### src/rtl/video_ctrl_sequencer_if.sv
`default_nettype none
// ============================================================================
// Module   : video_ctrl_sequencer_if
// Brief    : Request/response bundle between control sources and the sequencer
// Revision : 1.0
// ============================================================================
interface video_ctrl_sequencer_if;
  logic        cpu_valid;
  logic        cpu_ready;
  logic [7:0]  cpu_op;
  logic [31:0] cpu_data;

  logic        bulk_valid;
  logic        bulk_ready;
  logic [7:0]  bulk_op;
  logic [31:0] bulk_data;

  logic        ms_start;
  logic        ms_busy;
  logic        ms_done;
  logic [11:0] ms_width;
  logic [11:0] ms_height;
  logic [11:0] ms_letterbox;
  logic [15:0] ms_h_max;
  logic [15:0] ms_v_max;
  logic [15:0] ms_hs_start;
  logic [15:0] ms_hs_end;
  logic [15:0] ms_vs_start;
  logic [15:0] ms_vs_end;
  logic        ms_polarity;
  logic [1:0]  ms_scale;
  logic [2:0]  ms_colormode;

  logic [7:0]  control_op;
  logic [31:0] control_data;
  logic        idle;

  // Sequencer side
  modport master (
    input  cpu_valid, cpu_op, cpu_data,
    output cpu_ready,
    input  bulk_valid, bulk_op, bulk_data,
    output bulk_ready,
    input  ms_start, ms_width, ms_height, ms_letterbox, ms_h_max, ms_v_max,
           ms_hs_start, ms_hs_end, ms_vs_start, ms_vs_end, ms_polarity,
           ms_scale, ms_colormode,
    output ms_busy, ms_done,
    output control_op, control_data, idle
  );

  // Requester / formatter side
  modport slave (
    output cpu_valid, cpu_op, cpu_data,
    input  cpu_ready,
    output bulk_valid, bulk_op, bulk_data,
    input  bulk_ready,
    output ms_start, ms_width, ms_height, ms_letterbox, ms_h_max, ms_v_max,
           ms_hs_start, ms_hs_end, ms_vs_start, ms_vs_end, ms_polarity,
           ms_scale, ms_colormode,
    input  ms_busy, ms_done,
    input  control_op, control_data, idle
  );
endinterface
`default_nettype wire

### src/rtl/video_ctrl_sequencer.sv
`default_nettype none
// ============================================================================
// Module   : video_ctrl_sequencer
// Brief    : Arbitrates CPU, bulk and atomic mode-set ops onto the control bus
// Revision : 1.0
// ============================================================================
module video_ctrl_sequencer #(
  parameter int HOLD_CYCLES = 4,
  parameter int GAP_CYCLES  = 4
) (
  input  logic                          m_axis_vid_aclk,
  input  logic                          aresetn,
  video_ctrl_sequencer_if.master        bus
);

  localparam logic [7:0] c_HOLD_LOAD   = 8'(HOLD_CYCLES - 1);
  localparam logic [7:0] c_GAP_LOAD    = 8'(GAP_CYCLES - 1);
  localparam logic [3:0] c_MS_OPS      = 4'd9;

  localparam logic [7:0] c_OP_COLORMODE  = 8'd1;
  localparam logic [7:0] c_OP_DIMENSIONS = 8'd2;
  localparam logic [7:0] c_OP_SCALE      = 8'd4;
  localparam logic [7:0] c_OP_VSYNC      = 8'd5;
  localparam logic [7:0] c_OP_MAX        = 8'd6;
  localparam logic [7:0] c_OP_HS         = 8'd7;
  localparam logic [7:0] c_OP_VS         = 8'd8;
  localparam logic [7:0] c_OP_POLARITY   = 8'd10;
  localparam logic [7:0] c_OP_LETTERBOX  = 8'd12;

  typedef enum logic [1:0] {
    ST_IDLE = 2'd0,
    ST_HOLD = 2'd1,
    ST_GAP  = 2'd2
  } state_t;

  state_t      r_state;
  state_t      w_state_nxt;
  logic [7:0]  r_cnt;
  logic [7:0]  w_cnt_nxt;
  logic        r_rr_last;        // 1 = bulk served last
  logic        r_ms_busy;
  logic        r_ms_done;
  logic [3:0]  r_step;
  logic [7:0]  r_control_op;
  logic [31:0] r_control_data;

  logic [11:0] r_ms_width;
  logic [11:0] r_ms_height;
  logic [11:0] r_ms_letterbox;
  logic [15:0] r_ms_h_max;
  logic [15:0] r_ms_v_max;
  logic [15:0] r_ms_hs_start;
  logic [15:0] r_ms_hs_end;
  logic [15:0] r_ms_vs_start;
  logic [15:0] r_ms_vs_end;
  logic        r_ms_polarity;
  logic [1:0]  r_ms_scale;
  logic [2:0]  r_ms_colormode;

  logic        w_slot;
  logic        w_cpu_win;
  logic        w_bulk_win;
  logic        w_cpu_fire;
  logic        w_bulk_fire;
  logic        w_load;
  logic [7:0]  w_load_op;
  logic [31:0] w_load_data;
  logic [7:0]  w_ms_op;
  logic [31:0] w_ms_data;
  logic        w_seq_end;

  // A pending mode-set blocks both requesters out of every IDLE slot.
  assign w_slot      = (r_state == ST_IDLE) && !r_ms_busy;
  assign w_cpu_fire  = aresetn && w_slot && w_cpu_win;
  assign w_bulk_fire = aresetn && w_slot && w_bulk_win;
  assign w_seq_end   = (r_state == ST_GAP) && (r_cnt == 8'd0) && r_ms_busy &&
                       (r_step == c_MS_OPS);

  always_comb begin
    w_cpu_win  = 1'b0;
    w_bulk_win = 1'b0;
    if (bus.cpu_valid && bus.bulk_valid) begin
      w_cpu_win  = r_rr_last;
      w_bulk_win = !r_rr_last;
    end else begin
      w_cpu_win  = bus.cpu_valid;
      w_bulk_win = bus.bulk_valid;
    end
  end

  always_comb begin
    w_ms_op   = 8'd0;
    w_ms_data = 32'd0;
    case (r_step)
      4'd0: begin w_ms_op = c_OP_DIMENSIONS; w_ms_data = {4'b0, r_ms_height, 4'b0, r_ms_width}; end
      4'd1: begin w_ms_op = c_OP_MAX;        w_ms_data = {r_ms_v_max, r_ms_h_max};               end
      4'd2: begin w_ms_op = c_OP_HS;         w_ms_data = {r_ms_hs_start, r_ms_hs_end};           end
      4'd3: begin w_ms_op = c_OP_VS;         w_ms_data = {r_ms_vs_start, r_ms_vs_end};           end
      4'd4: begin w_ms_op = c_OP_POLARITY;   w_ms_data = {31'b0, r_ms_polarity};                 end
      4'd5: begin w_ms_op = c_OP_SCALE;      w_ms_data = {30'b0, r_ms_scale};                    end
      4'd6: begin w_ms_op = c_OP_COLORMODE;  w_ms_data = {29'b0, r_ms_colormode};                end
      4'd7: begin w_ms_op = c_OP_LETTERBOX;  w_ms_data = {20'b0, r_ms_letterbox};                end
      4'd8: begin w_ms_op = c_OP_VSYNC;      w_ms_data = 32'd0;                                  end
      default: begin w_ms_op = 8'd0;         w_ms_data = 32'd0;                                  end
    endcase
  end

  always_comb begin
    w_state_nxt = r_state;
    w_cnt_nxt   = r_cnt;
    w_load      = 1'b0;
    w_load_op   = 8'd0;
    w_load_data = 32'd0;
    case (r_state)
      ST_IDLE: begin
        if (r_ms_busy) begin
          w_load      = 1'b1;
          w_load_op   = w_ms_op;
          w_load_data = w_ms_data;
        end else if (w_cpu_fire && (bus.cpu_op != 8'd0)) begin
          w_load      = 1'b1;
          w_load_op   = bus.cpu_op;
          w_load_data = bus.cpu_data;
        end else if (w_bulk_fire && (bus.bulk_op != 8'd0)) begin
          w_load      = 1'b1;
          w_load_op   = bus.bulk_op;
          w_load_data = bus.bulk_data;
        end
        if (w_load) begin
          w_state_nxt = ST_HOLD;
          w_cnt_nxt   = c_HOLD_LOAD;
        end
      end
      ST_HOLD: begin
        if (r_cnt == 8'd0) begin
          w_state_nxt = ST_GAP;
          w_cnt_nxt   = c_GAP_LOAD;
        end else begin
          w_cnt_nxt = r_cnt - 8'd1;
        end
      end
      ST_GAP: begin
        if (r_cnt == 8'd0) begin
          w_state_nxt = ST_IDLE;
        end else begin
          w_cnt_nxt = r_cnt - 8'd1;
        end
      end
      default: w_state_nxt = ST_IDLE;
    endcase
  end

  always_ff @(posedge m_axis_vid_aclk) begin
    if (!aresetn) begin
      r_state        <= ST_IDLE;
      r_cnt          <= 8'd0;
      r_rr_last      <= 1'b1;
      r_ms_busy      <= 1'b0;
      r_ms_done      <= 1'b0;
      r_step         <= 4'd0;
      r_control_op   <= 8'd0;
      r_control_data <= 32'd0;
      r_ms_width     <= 12'd0;
      r_ms_height    <= 12'd0;
      r_ms_letterbox <= 12'd0;
      r_ms_h_max     <= 16'd0;
      r_ms_v_max     <= 16'd0;
      r_ms_hs_start  <= 16'd0;
      r_ms_hs_end    <= 16'd0;
      r_ms_vs_start  <= 16'd0;
      r_ms_vs_end    <= 16'd0;
      r_ms_polarity  <= 1'b0;
      r_ms_scale     <= 2'd0;
      r_ms_colormode <= 3'd0;
    end else begin
      r_state   <= w_state_nxt;
      r_cnt     <= w_cnt_nxt;
      r_ms_done <= w_seq_end;

      // Data only moves on HOLD entry; the op drops to NOP on GAP entry.
      if (w_load) begin
        r_control_op   <= w_load_op;
        r_control_data <= w_load_data;
      end else if ((r_state == ST_HOLD) && (w_state_nxt == ST_GAP)) begin
        r_control_op <= 8'd0;
      end

      if (w_cpu_fire) begin
        r_rr_last <= 1'b0;
      end else if (w_bulk_fire) begin
        r_rr_last <= 1'b1;
      end

      if (w_seq_end) begin
        r_ms_busy <= 1'b0;
        r_step    <= 4'd0;
      end else if (!r_ms_busy && bus.ms_start) begin
        r_ms_busy      <= 1'b1;
        r_ms_width     <= bus.ms_width;
        r_ms_height    <= bus.ms_height;
        r_ms_letterbox <= bus.ms_letterbox;
        r_ms_h_max     <= bus.ms_h_max;
        r_ms_v_max     <= bus.ms_v_max;
        r_ms_hs_start  <= bus.ms_hs_start;
        r_ms_hs_end    <= bus.ms_hs_end;
        r_ms_vs_start  <= bus.ms_vs_start;
        r_ms_vs_end    <= bus.ms_vs_end;
        r_ms_polarity  <= bus.ms_polarity;
        r_ms_scale     <= bus.ms_scale;
        r_ms_colormode <= bus.ms_colormode;
      end else if (w_load && r_ms_busy) begin
        r_step <= r_step + 4'd1;
      end
    end
  end

  assign bus.cpu_ready    = w_cpu_fire;
  assign bus.bulk_ready   = w_bulk_fire;
  assign bus.ms_busy      = r_ms_busy;
  assign bus.ms_done      = r_ms_done;
  assign bus.control_op   = r_control_op;
  assign bus.control_data = r_control_data;
  assign bus.idle         = (r_state == ST_IDLE) && !r_ms_busy;

endmodule
`default_nettype wire
### src/flat_wrapper.sv
// flat-port wrapper written by rule: the top's interface ports become plain ports
module video_ctrl_sequencer_flat 
#(
  parameter int HOLD_CYCLES = 4,
  parameter int GAP_CYCLES  = 4
)
  (m_axis_vid_aclk, aresetn, bus_cpu_valid, bus_cpu_op, bus_cpu_data, bus_cpu_ready, bus_bulk_valid, bus_bulk_op, bus_bulk_data, bus_bulk_ready, bus_ms_start, bus_ms_width, bus_ms_height, bus_ms_letterbox, bus_ms_h_max, bus_ms_v_max, bus_ms_hs_start, bus_ms_hs_end, bus_ms_vs_start, bus_ms_vs_end, bus_ms_polarity, bus_ms_scale, bus_ms_colormode, bus_ms_busy, bus_ms_done, bus_control_op, bus_control_data, bus_idle);
  video_ctrl_sequencer_if bus_i ();
  input  logic m_axis_vid_aclk;
  input  logic aresetn;
  input wire logic [$bits(bus_i.cpu_valid)-1:0] bus_cpu_valid;
  input wire logic [$bits(bus_i.cpu_op)-1:0] bus_cpu_op;
  input wire logic [$bits(bus_i.cpu_data)-1:0] bus_cpu_data;
  output wire logic [$bits(bus_i.cpu_ready)-1:0] bus_cpu_ready;
  input wire logic [$bits(bus_i.bulk_valid)-1:0] bus_bulk_valid;
  input wire logic [$bits(bus_i.bulk_op)-1:0] bus_bulk_op;
  input wire logic [$bits(bus_i.bulk_data)-1:0] bus_bulk_data;
  output wire logic [$bits(bus_i.bulk_ready)-1:0] bus_bulk_ready;
  input wire logic [$bits(bus_i.ms_start)-1:0] bus_ms_start;
  input wire logic [$bits(bus_i.ms_width)-1:0] bus_ms_width;
  input wire logic [$bits(bus_i.ms_height)-1:0] bus_ms_height;
  input wire logic [$bits(bus_i.ms_letterbox)-1:0] bus_ms_letterbox;
  input wire logic [$bits(bus_i.ms_h_max)-1:0] bus_ms_h_max;
  input wire logic [$bits(bus_i.ms_v_max)-1:0] bus_ms_v_max;
  input wire logic [$bits(bus_i.ms_hs_start)-1:0] bus_ms_hs_start;
  input wire logic [$bits(bus_i.ms_hs_end)-1:0] bus_ms_hs_end;
  input wire logic [$bits(bus_i.ms_vs_start)-1:0] bus_ms_vs_start;
  input wire logic [$bits(bus_i.ms_vs_end)-1:0] bus_ms_vs_end;
  input wire logic [$bits(bus_i.ms_polarity)-1:0] bus_ms_polarity;
  input wire logic [$bits(bus_i.ms_scale)-1:0] bus_ms_scale;
  input wire logic [$bits(bus_i.ms_colormode)-1:0] bus_ms_colormode;
  output wire logic [$bits(bus_i.ms_busy)-1:0] bus_ms_busy;
  output wire logic [$bits(bus_i.ms_done)-1:0] bus_ms_done;
  output wire logic [$bits(bus_i.control_op)-1:0] bus_control_op;
  output wire logic [$bits(bus_i.control_data)-1:0] bus_control_data;
  output wire logic [$bits(bus_i.idle)-1:0] bus_idle;
  assign bus_i.cpu_valid = bus_cpu_valid;
  assign bus_i.cpu_op = bus_cpu_op;
  assign bus_i.cpu_data = bus_cpu_data;
  assign bus_cpu_ready = bus_i.cpu_ready;
  assign bus_i.bulk_valid = bus_bulk_valid;
  assign bus_i.bulk_op = bus_bulk_op;
  assign bus_i.bulk_data = bus_bulk_data;
  assign bus_bulk_ready = bus_i.bulk_ready;
  assign bus_i.ms_start = bus_ms_start;
  assign bus_i.ms_width = bus_ms_width;
  assign bus_i.ms_height = bus_ms_height;
  assign bus_i.ms_letterbox = bus_ms_letterbox;
  assign bus_i.ms_h_max = bus_ms_h_max;
  assign bus_i.ms_v_max = bus_ms_v_max;
  assign bus_i.ms_hs_start = bus_ms_hs_start;
  assign bus_i.ms_hs_end = bus_ms_hs_end;
  assign bus_i.ms_vs_start = bus_ms_vs_start;
  assign bus_i.ms_vs_end = bus_ms_vs_end;
  assign bus_i.ms_polarity = bus_ms_polarity;
  assign bus_i.ms_scale = bus_ms_scale;
  assign bus_i.ms_colormode = bus_ms_colormode;
  assign bus_ms_busy = bus_i.ms_busy;
  assign bus_ms_done = bus_i.ms_done;
  assign bus_control_op = bus_i.control_op;
  assign bus_control_data = bus_i.control_data;
  assign bus_idle = bus_i.idle;
  video_ctrl_sequencer #(.HOLD_CYCLES(HOLD_CYCLES), .GAP_CYCLES(GAP_CYCLES)) u_core (.m_axis_vid_aclk(m_axis_vid_aclk), .aresetn(aresetn), .bus(bus_i));
endmodule
### config.mk
export PLATFORM = sky130hd
export DESIGN_NAME = video_ctrl_sequencer_flat
export DESIGN_NICKNAME = d
export VERILOG_FILES = /design/src/rtl/video_ctrl_sequencer_if.sv /design/src/rtl/video_ctrl_sequencer.sv /design/src/flat_wrapper.sv
export SDC_FILE = /design/constraint.sdc
export NUM_CORES = 1
export LEC_CHECK = 0
export ABC_AREA = 1
export CAP_MARGIN = 20
export CORE_ASPECT_RATIO = 0.7
export CORE_MARGIN = 4
export CORE_UTILIZATION = 35
export DETAILED_ROUTE_END_ITERATION = 12
export PLACE_DENSITY = 0.66
export REMOVE_ABC_BUFFERS = 1
export SLEW_MARGIN = 10
export SYNTH_ARGS = -nofsm -noshare
export SYNTH_HDL_FRONTEND = slang
export SYNTH_SLANG_ARGS = --single-unit
### constraint.sdc
create_clock -name m_axis_vid_aclk -period 2.2 [get_ports m_axis_vid_aclk]
set_clock_uncertainty 0.1 [all_clocks]
set_input_delay 0.33 -clock m_axis_vid_aclk [delete_from_list [all_inputs] [get_ports m_axis_vid_aclk]]
set_output_delay 0.33 -clock m_axis_vid_aclk [all_outputs]
set_load 0.1 [all_outputs]
### After elaboration in Yosys (flattened, before gate mapping)

Index checks and enable logic that the tools add are counted.

* mux-type cells: 29
* add/subtract/negate cells: 2
* eq/ne operators: 14
* reductions and logical operators: 27
* bitwise logic cells: 3

Operators with widths (number)
* $pmux W32 S8: 1
* $mux W32: 4
* $mux W8: 9
* $pmux W4 S9: 1
* $pmux W8 S3: 1
* $eq A4 B3 Y1 const B: 4
* $reduce_bool A8 Y1: 2
* $logic_and A1 B1 Y1: 13
* $mux W1: 9
* $eq A4 B2 Y1 const B: 2
* $eq A4 B4 Y1 const B: 2
* $logic_not A8 Y1: 1
* $sub A8 B1 Y8 const B: 1
* $mux W2: 3
* $pmux W2 S3: 1
* $add A4 B1 Y4 const B: 1
* $eq A2 B2 Y1 const B: 2
* $eq A4 B1 Y1 const B: 1
* $logic_not A4 Y1: 1
* $ne A2 B2 Y1 const B: 2
* $reduce_and A2 Y1: 2
* $reduce_bool A2 Y1: 2
* $not A1 Y1: 3
* $reduce_and A3 Y1: 1
* 5 further kinds: 6

* register bits after elaboration: 195
* input bits: 223
* logic and storage cells: 95
* output and inout bits: 45

### Logic depth before layout (Yosys ltp)

Gate-level depths: netlist of run 1.

* depth after elaboration: 15
* mapped depth: 13
* gate-level depth less buffers: 13

### Worst setup path after synthesis of run 1

OpenSTA, ideal clock, no wires.

* kind: register to register
* start: register u_core.r_ms_busy (netlist: u_core.bus.ms_busy)
* end: register u_core.r_control_data[2] (netlist: u_core.bus.control_data[2])
* stages on the path, launching flop included: 9
* setup slack: -0.703 ns
* library setup time: 0.132 ns
* arrival: 2.670 ns
* clock period less this slack: 2.903 ns
* path buffers: 2
* cells stage by stage: dfxtp_1 inv_2 nand3_2 nor2_2 nand2_2 buf_6 clkbuf_1 o21ai_0 a31oi_1

RTL lines
* start, declared: RTL line video_ctrl_sequencer.sv:41 `logic r_ms_busy;`
* start signal, assigned: RTL line video_ctrl_sequencer.sv:158 `r_ms_busy <= 1'b0;`
* start signal, assigned: RTL line video_ctrl_sequencer.sv:195 `r_ms_busy <= 1'b0;`
* start signal, assigned: RTL line video_ctrl_sequencer.sv:198 `r_ms_busy <= 1'b1;`
* $logic_not A1 Y1 *: RTL line video_ctrl_sequencer.sv:73 `assign w_slot = (r_state == ST_IDLE) && !r_ms_busy;`
* $logic_and A1 B1 Y1 *: RTL line video_ctrl_sequencer.sv:73
* $logic_and A1 B1 Y1 * (2 in a row): RTL line video_ctrl_sequencer.sv:74 `assign w_cpu_fire = aresetn && w_slot && w_cpu_win;`
* named net bus_cpu_ready: RTL line flat_wrapper.sv:14 `output wire logic [$bits(bus_i.cpu_ready)-1:0] bus_cpu_ready;`
* $logic_and A1 B1 Y1 *: RTL line video_ctrl_sequencer.sv:120 `end else if (w_cpu_fire && (bus.cpu_op != 8'd0)) begin`
* $mux W1: RTL line video_ctrl_sequencer.sv:120
* $mux W1: RTL line video_ctrl_sequencer.sv:116 `if (r_ms_busy) begin`
* $mux W1 (2 in a row): RTL line video_ctrl_sequencer.sv:114 `case (r_state)`
* end signal, assigned: RTL line video_ctrl_sequencer.sv:183 `r_control_data <= w_load_data;`
* end, declared: RTL line video_ctrl_sequencer.sv:45 `logic [31:0] r_control_data;`

The timed path passes the listed nets; every way through them passes the cells marked *. The select of a mux whose other input is x is not followed.
A chain may end at the register's enable or synchronous reset.

### Worst setup path in the final report of run 1

* start: register u_core.r_state[1]
* end: output bus_cpu_ready

* word-level cells in the longest chain between the ends: 4

RTL lines
* start, declared: RTL line video_ctrl_sequencer.sv:36 `state_t r_state;`
* start signal, assigned: RTL line video_ctrl_sequencer.sv:176 `r_state <= w_state_nxt;`
* $logic_not A2 Y1: RTL line video_ctrl_sequencer.sv:73
* $logic_and A1 B1 Y1: RTL line video_ctrl_sequencer.sv:73
* $logic_and A1 B1 Y1 (2 in a row): RTL line video_ctrl_sequencer.sv:74
* end, declared: RTL line flat_wrapper.sv:14

Every way passes these cells.

==> flow_summary.ini, run 1 <==
[logic_synthesis]
syn_inst = 1236
synth_top_cell_by_area = dfxtp_1
synthTopCellsByArea = dfxtp_1 (45%), o21ai_0 (11%), nand2_1 (9.5%)
synth_top_cell_area_share_pct = 45.03
synth_seq_cells = 195
syn_area_um2 = 8668
ys_top_cells_by_count = nand2_1 (220), o21ai_0 (196), dfxtp_1 (195), nor2_1 (185), inv_1 (116)
synth-edff-count = 0
ys.flop_type = dfxtp_1
ys_seq_area_share_pct = 45.03
synth.most_common_cell = nand2_1
synth_cell_types = 39
synthArstFlopShare_pct = 0
yosysWarnings = 0
syn_area_per_cell_um2 = 7.013

[routing]
drtPass1Iterations = 4
wl_um = 30020
drt-initial-drc-count = 578
vias = 8997
drc = 0
vias_per_cell = 4.965
ant_nets = 0
avgRoutedWirePerCell_um = 16.57

[setup_path]
r2r-end = u_core.bus.control_data[11]$_SDFFE_PN0P_
required_ns = 1.77
critPathLaunch = u_core.r_state[1]$_SDFF_PN0_
arrival_ns = 1.68
crit_path_end = bus_cpu_ready
worstReg2RegStart = u_core.r_step[0]$_SDFFE_PP0P_
cp_max_fo = 5
startpoint_type = register
path_class = register to output port
end_kind = output port
ff2ff_path_depth = 9
r2r_slack_ns = 0.19

[die]
die-area_um2 = 27390
start_util_pct = 36.13
core_region_area_um2 = 23990
pin_count = 268
die_h_um = 139.7
dieWidth_um = 196.1
fp-row-count = 47

[place]
gp_routability_congestion = 0.8832
pre_cts_slack_ns = -0.01750
portBuffers = 267
dp_hpwl_um = 21510

[cts]
cts_tree = yes
clock_latency_ns = 0.44
clk_pin_slew_ns = 0.07
root_buffer = clkbuf_16
numCtsBuffers = 17
h-tree-depth = 4
numClockSinks = 195
clockBufferDepth = 2

[sta]
tightest_slew_ns = 0.8050
min_period_ns = 2.108
slew_violations = 0
post-route-period-util_pct = 95.82
hold_viol_final = 0
final-setup-viol-count = 0
rsz0062_at_grt = true
max_freq_ghz = 0.4744
slew-limit-headroom_pct = 46.33
setup_ws_ns = 0.09200

[grt]
grt_pass1_vias = 8524
grt_first_pass_wirelength_um = 46220
antenna_found_initial = 1
grt_max_degree = 90
grt-ovfl-total = 0
grtUsageTotal_pct = 21.11

[power_and_ir_drop]
clockPowerShare_pct = 30.8
intPower_w = 0.006639
sw_frac_of_total_pct = 33.92
pwr-share-seq_pct = 40.1
power.density_nw_per_um2 = 815.2
switching_power_w = 0.003408
p_leak_nw = 5.098
vdd_drop_max_uv = 542.8
pwr-share-comb_pct = 29.0

[finish]
layout-drive-gt1-share_pct = 9.237
diodes = 0
post-route-util_pct = 51.37
syn_to_final_growth_pct = 42.18
register_area_um2 = 3904
layout.nets = 1715
multi_input_area_um2 = 3993
filler_cell_count = 2358

[hold_path]
hold_path.class = register to register

[run_status]
outcome = complete, no violations

[flow_run]
drv_cap = 0
## kinds of logic (layout without fill, tap and decap cells)
logic type	after synthesis	in the layout	share of synthesized area, %
flip-flops	195	195	45.03
AND/OR/NAND/NOR	449	449	20.57
adder cells (fa/ha/maj)	10	10	1.443
buffers and inverters	202	460	9.223
XOR/XNOR	7	7	0.7073
AO/OA/AOI/OAI	373	373	23.02
## power by group through the flow
stage | combinational (W) | sequential [W] | clock (W)
after detailed placement | 0.00290 | 0.00410 | 0
after CTS | 0.00292 | 0.00403 | 0.00318
after global placement | 0.00287 | 0.00410 | 0
after floorplan | 0.00108 | 0.00475 | 0
after global routing | 0.00315 | 0.00406 | 0.00330
final | 0.00292 | 0.00403 | 0.00310
## what timing repair did
item / CTS / global route
setup endpoints to repair: 2 / 16
resized for setup: 2 / 7
setup buffers: 0 / 0
pin swaps: 0 / 0
hold buffers: 0 / 0
## metal layers
layer / global-route usage (%) / vias to the layer above / routed length [um]
met3: 5.581 / 31 / 2412
met1: 29.55 / 4100 / 14240
met5: 0 / - / 13
met2: 32.22 / 327 / 12920
met4: 5.949 / 2 / 430
li1: - / 4537 / -
## layout make-up
class                      instances  area share [%]
multi-input combinational        839           32.40
timing repair buffer             305           24.21
clock buffer                      23           3.797
tap                              318           3.228
sequential                       195           31.68
inverter                         124           3.868
clock inverter                     8          0.8223
## metrics by stage
| stage | total power, W | hold WS [ns] | setup TNS, ns | instance area, um2 | instances |
|---|---|---|---|---|---|
| after floorplan | 0.005830 | 0.3231 | -611.62 | 8337 | 1158 |
| after global placement | 0.006971 | 0.3347 | 0 | 11730 | 1781 |
| after detailed placement | 0.007000 | 0.3405 | -0.01750 | 11730 | 1781 |
| after CTS | 0.01013 | 0.3453 | 0 | 12310 | 1812 |
| after global routing | 0.01052 | 0.3699 | -0.006345 | 12320 | 1812 |
| final | 0.01005 | 0.3488 | 0 | 12320 | 1812 |
## worst min path at each step
stage / startpoint / end / slack [ns] / depth (start not counted)
after floorplan: u_core.r_ms_colormode[2]$_SDFFE_PN0P_ / u_core.r_ms_colormode[2]$_SDFFE_PN0P_ / 0.32 / 2
after global placement: u_core.r_ms_v_max[6]$_SDFFE_PN0P_ / u_core.r_ms_v_max[6]$_SDFFE_PN0P_ / 0.33 / 2
after detailed placement: u_core.r_ms_vs_end[6]$_SDFFE_PN0P_ / u_core.r_ms_vs_end[6]$_SDFFE_PN0P_ / 0.34 / 2
after CTS: aresetn / u_core.bus.control_data[2]$_SDFFE_PN0P_ / 0.35 / 3
after global routing: u_core.r_ms_v_max[3]$_SDFFE_PN0P_ / u_core.r_ms_v_max[3]$_SDFFE_PN0P_ / 0.37 / 2
final: u_core.r_ms_hs_start[4]$_SDFFE_PN0P_ / u_core.r_ms_hs_start[4]$_SDFFE_PN0P_ / 0.35 / 2
## state kept, by name (all words and copies together) (netlist names)
register and cells:
u_core.bus.control_data 32, u_core.bus.control_op 8, u_core.bus.ms_busy 1, u_core.bus.ms_done 1
u_core.r_cnt 8, u_core.r_ms_colormode 3, u_core.r_ms_h_max 16, u_core.r_ms_height 12
u_core.r_ms_hs_end 16, u_core.r_ms_hs_start 16, u_core.r_ms_letterbox 12, u_core.r_ms_polarity 1
u_core.r_ms_scale 2, u_core.r_ms_v_max 16, u_core.r_ms_vs_end 16, u_core.r_ms_vs_start 16
u_core.r_ms_width 12, u_core.r_rr_last 1, u_core.r_state 2, u_core.r_step 4
## worst max-delay path: stages, from the launching register on
cell,delay [ns]
dfxtp_1,0.35
inv_1,0.12
ha_4,0.19
nand3_2,0.13
nor2_2,0.15
buf_4,0.14
buf_12,0.16
## cells in the final DEF, fill, tap and decap left out, types with 24 or more instances in the layout
master and instances:
dfxtp_1 195, nand3_1 24, o21ai_0 196, nor2_1 182, nand2_1 219, clkdlybuf4s50_1 221, buf_4 72, inv_1 114
a21oi_1 86, a31oi_1 32
No activity file was read; power rests on OpenSTA's default activity.
==> run 2: changes to the inputs <==
- CORE_UTILIZATION: 35 -> 46
- PLACE_DENSITY: 0.66 -> 0.82
==> run 2 against run 1 <==
Against the previous run:
- hold slack better by 0.0035 ns
- final cell count down 4.1%
- clock-buffer cell count decreased by 5
- via count grew 2.8%
- clock power is 3% higher
- critical path depth up 3
- non-clock buffer count up 6
- sequential power about the same
- global-route usage grew 5.0 points
- maximum frequency decreased by 0.70%
- combinational power barely moved
- worst setup slack worse by 0.015 ns
==> flow_summary.ini, run 2 (same netlist as run 1, synthesis figures left out) <==
[run_status]
outcome = complete, no violations

[grt]
grt_max_degree = 144
grt-ovfl-total = 0
grtUsageTotal_pct = 26.16
grt_pass1_vias = 8761
grt_first_pass_wirelength_um = 44060
antenna_found_initial = 1

[routing]
drt-initial-drc-count = 837
vias = 9245
avgRoutedWirePerCell_um = 16.40
wl_met2_um = 12710
vias_per_cell = 5.322
top_layer = met5
met1Wirelength_um = 12480
ant_nets = 0
drtPass1Iterations = 6
wl_um = 28490
wl_met3_um = 2868
drc = 0

[cts]
root_buffer = clkbuf_16
numCtsBuffers = 17
clock_latency_ns = 0.44
h-tree-depth = 4
clockBufferDepth = 2
cts_setup_buffers = 0
cts_tree = yes
numClockSinks = 195
clk_pin_slew_ns = 0.08

[finish]
final_area_um2 = 12360
multi_input_area_um2 = 4005
layout-drive-gt1-share_pct = 9.927
mostFrequentLayoutCells = clkdlybuf4s50_1 (221), nand2_1 (219), o21ai_0 (195), dfxtp_1 (195), nor2_1 (181)
filler_cell_count = 1570
syn_to_final_growth_pct = 42.61
final_common_cell = clkdlybuf4s50_1
layout.nets = 1721
largest_reg_flops = 32
diodes = 0
register_area_um2 = 3904

[place]
dp_hpwl_um = 20390
pre_cts_slack_ns = -0.01733
gp_routability_congestion = 0.9222
dpl_cell_area_um2 = 11720
portBuffers = 267

[setup_path]
arrival_ns = 2.39
critPathLaunch = u_core.r_step[0]$_SDFFE_PP0P_
end_kind = register
path_class = register to register
worstReg2RegStart = u_core.r_step[0]$_SDFFE_PP0P_
r2r-end = u_core.bus.control_data[16]$_SDFFE_PN0P_
cp_max_fo = 18
ff2ff_path_depth = 9
startpoint_type = register
required_ns = 2.47
r2r_slack_ns = 0.08
crit_path_end = u_core.bus.control_data[16]$_SDFFE_PN0P_

[die]
pin_count = 268
fp-row-count = 41
start_util_pct = 47.47
die-area_um2 = 21140
dieWidth_um = 172.1
die_h_um = 122.9
core_region_area_um2 = 18260

[sta]
min_period_ns = 2.123
slew-limit-headroom_pct = 59.16
max_freq_ghz = 0.4711
rsz0062_at_grt = true
final-setup-viol-count = 0
slew_violations = 0
tightest_slew_ns = 0.6125
whs_ns = 0.3523
hold_viol_final = 0
post-route-period-util_pct = 96.49
setup_ws_ns = 0.07715

[flow_run]
drv_cap = 0

[hold_path]
hold_path.class = register to register

[power_and_ir_drop]
vdd_drop_max_uv = 447.0
power.density_nw_per_um2 = 823.8
p_leak_nw = 5.169
run 2: cell type report:
type / instances / share of cell area, %
clock buffers: 18 / 3.553
multi-input cells: 839 / 32.40
clock inverters: 14 / 1.366
inverters: 124 / 3.836
repair buffers: 311 / 24.88
flip-flops and latches: 195 / 31.58
well taps: 236 / 2.389
run 2: routing by layer:
layer	GRT usage [%]	vias up
met5	0	-
met4	8.002	2
met3	7.019	37
met2	42.02	420
met1	34.64	4237
li1	-	4549
run 2: through the flow:
stage | cells | utilization [%] | total power, W | setup TNS (ns)
2_1_floorplan | 1158 | - | 0.005830 | -611.62
6_report | 1737 | 67.69 | 0.01018 | 0
5_1_grt | 1737 | 67.69 | 0.01061 | -0.03331
3_3_place_gp | 1705 | 64.18 | 0.006969 | -0.04167
4_1_cts | 1737 | 67.53 | 0.01018 | 0
3_5_place_dp | 1705 | 64.18 | 0.007016 | -0.01733
run 2: worst min path at each step:
stage / start / end / slack, ns / cells after the start
finish: u_core.r_ms_vs_start[10]$_SDFFE_PN0P_ / u_core.r_ms_vs_start[10]$_SDFFE_PN0P_ / 0.35 / 2
global placement: u_core.r_ms_h_max[2]$_SDFFE_PN0P_ / u_core.r_ms_h_max[2]$_SDFFE_PN0P_ / 0.33 / 2
detailed placement: u_core.r_ms_hs_start[10]$_SDFFE_PN0P_ / u_core.r_ms_hs_start[10]$_SDFFE_PN0P_ / 0.34 / 2
CTS: u_core.r_ms_vs_start[0]$_SDFFE_PN0P_ / u_core.r_ms_vs_start[0]$_SDFFE_PN0P_ / 0.35 / 2
floorplan: u_core.r_ms_colormode[2]$_SDFFE_PN0P_ / u_core.r_ms_colormode[2]$_SDFFE_PN0P_ / 0.32 / 2
global route: u_core.r_ms_hs_start[11]$_SDFFE_PN0P_ / u_core.r_ms_hs_start[11]$_SDFFE_PN0P_ / 0.37 / 2
run 2: what timing repair did:
item                                   4_1_cts  5_1_grt
setup endpoints to repair                    2       19
endpoints found under the hold margin        0        0
hold buffers                                 0        0
gates resized for setup                      2        9
run 2: where the power goes:
group,switching [W],internal (W),total [W],leakage (nW)
logic,0.00188,0.00107,0.00295,3.27
clock network,0.00154,0.00166,0.00320,0.290
registers,0.000172,0.00387,0.00404,1.61
run 2: worst max-delay path, cell delays in order (launching register included):
cell     delay [ns]
dfxtp_1        0.36
inv_1          0.11
ha_1           0.19
inv_1          0.07
nor2_2         0.23
nor2_1         0.14
a31oi_4        0.20
buf_4          0.30
o21ai_1        0.19
a31oi_1        0.15
==> run 3: changes to the inputs <==
- CORE_ASPECT_RATIO: 0.7 -> 0.9
- CORE_MARGIN: 4 -> 1
- PLACE_DENSITY: 0.82 -> unset
- PLACE_DENSITY_LB_ADDON: unset -> 0.05
==> run 3 against run 2 <==
Against the previous run:
- hold slack worse by 0.051 ns
- final cell count hardly changed
- clock power is 2% lower
- die area is 8.2% lower
- sequential share of layout area is 0.33 points higher
- non-clock buffer count is 8 lower
- clock-buffer cell count stayed put
- flip-flop and latch count stayed put
- critical path depth is 3 lower
- worst setup slack worse by 0.0047 ns
- highest routed layer is now met4
- largest cell class unchanged
- combinational power is 3% lower
- critical endpoint is now bus_cpu_ready
==> flow_summary.ini, run 3 (same netlist as run 1, synthesis figures left out) <==
[grt]
grt-ovfl-total = 0
antenna_found_initial = 0
grt_pass1_vias = 8627
grt_max_degree = 121
grt_first_pass_wirelength_um = 43040
grtUsageTotal_pct = 27.64

[hold_path]
min_to = u_core.r_ms_vs_end[1]$_SDFFE_PN0P_
hold_start = aresetn
hold_path_depth = 4
hold_path.class = primary input to register

[place]
dp_hpwl_um = 17910
pre_cts_slack_ns = -0.01257
portBuffers = 267
dp_cells = 1706
gp_routability_congestion = 0.8499

[setup_path]
r2r-end = u_core.bus.control_data[11]$_SDFFE_PN0P_
end_kind = output port
critPathLaunch = u_core.r_state[1]$_SDFF_PN0_
r2r_slack_ns = 0.15
worstReg2RegStart = u_core.r_step[0]$_SDFFE_PP0P_
path_class = register to output port
startpoint_type = register
arrival_ns = 1.70
required_ns = 1.77
cp_max_fo = 4
ff2ff_path_depth = 9

[power_and_ir_drop]
pwr-share-seq_pct = 40.2
switching_power_w = 0.003501
vdd_drop_max_uv = 566.9
power.density_nw_per_um2 = 818.5
clockPowerShare_pct = 31.4
pwr-share-comb_pct = 28.4
sw_frac_of_total_pct = 34.93
p_leak_nw = 5.104
intPower_w = 0.006520

[cts]
cts_setup_buffers = 0
cts_tree = yes
cts_resized = 0
clock_latency_ns = 0.43
numCtsBuffers = 17
holdBufCountCts = 0
h-tree-depth = 4
numClockSinks = 195
root_buffer = clkbuf_16
clockBufferDepth = 2
clk_pin_slew_ns = 0.08

[routing]
avgRoutedWirePerCell_um = 15.12
drt-initial-drc-count = 575
vias_per_cell = 5.077
vias = 8824
wl_um = 26280
drtPass1Iterations = 6
drc = 0
ant_nets = 0

[die]
die-area_um2 = 19400
dieWidth_um = 146.7
pin_count = 268
die_h_um = 132.2
core_region_area_um2 = 18410
fp-row-count = 47
start_util_pct = 47.09

[finish]
largest_reg_flops = 32
register_area_um2 = 3906
multi_input_area_um2 = 3985
finalNonFillerCells = 1738
filler_cell_count = 1691
layout-drive-gt1-share_pct = 9.243
layout.nets = 1713
final_common_cell = clkdlybuf4s50_1
syn_to_final_growth_pct = 41.24
diodes = 0
mostFrequentLayoutCells = clkdlybuf4s50_1 (221), nand2_1 (218), o21ai_0 (196)

[sta]
max_freq_ghz = 0.4700
rsz0062_at_grt = false
setup_ws_ns = 0.07243
post-route-period-util_pct = 96.71
tightest_slew_ns = 0.6513
hold_viol_final = 0
slew_violations = 0
slew-limit-headroom_pct = 56.52
final-setup-viol-count = 0
min_period_ns = 2.128

[run_status]
outcome = complete, no violations

[flow_run]
drv_cap = 0
## run 3: cell count changes in the layout (fill, tap and decap cells not counted), moves of 2 or more
cell | previous run | this run
dfxtp_2 | 0 | 2
nor2_1 | 181 | 183
nor2_2 | 4 | 2
buf_12 | 15 | 12
buf_4 | 75 | 70
dfxtp_1 | 195 | 193
clkinv_1 | 1 | 3
## run 3: worst max path at each step
stage	to	slack [ns]
2_1_floorplan	u_core.r_ms_colormode[2]$_SDFFE_PN0P_	-4.00
5_1_grt	bus_cpu_ready	0.006
3_5_place_dp	u_core.r_cnt[7]$_SDFFE_PN0P_	-0.01
6_report	bus_cpu_ready	0.07
4_1_cts	bus_cpu_ready	0.06
3_3_place_gp	u_core.bus.control_data[2]$_SDFFE_PN0P_	0.07
## run 3: critical path, stage by stage (launching register included)
cell     delay [ns]
dfxtp_1        0.35
inv_1          0.09
ha_1           0.19
nand3_2        0.17
nor2_4         0.16
buf_4          0.14
buf_12         0.17
## run 3: cell type report
class                           instances  area share, %
Timing Repair Buffer                  303          24.32
Sequential cell                       195          31.91
Clock inverter                         14          1.349
Inverter                              124          3.863
Multi-Input combinational cell        839          32.55
Tap cell                              245          2.504
Clock buffer                           18          3.505
## run 3: power groups by stage
stage / Clock [W] / Combinational, W / Sequential, W
after floorplan: 0 / 0.00108 / 0.00475
after global placement: 0 / 0.00281 / 0.00410
after detailed placement: 0 / 0.00284 / 0.00410
after CTS: 0.00318 / 0.00285 / 0.00402
after global routing: 0.00333 / 0.00308 / 0.00407
final: 0.00314 / 0.00285 / 0.00403
## run 3: per-layer routing
layer	part of all wire [%]	global-route usage, %
met1	46	36.06
met2	46	45.97
met3	6.8	6.644
met4	1.5	6.481
met5	0	0
## run 3: through the flow
stage	hold WS (ns)	utilization [%]	TNS (ns)	instance area (um2)	total power (W)
floorplan	0.3231	-	-611.62	8337	0.005830
global placement	0.3327	63.20	0	11630	0.006906
detailed placement	0.3392	63.20	-0.01257	11630	0.006945
CTS	0.2967	66.43	0	12230	0.01006
global route	0.3317	66.51	0	12240	0.01048
finish	0.3012	66.51	0	12240	0.01002
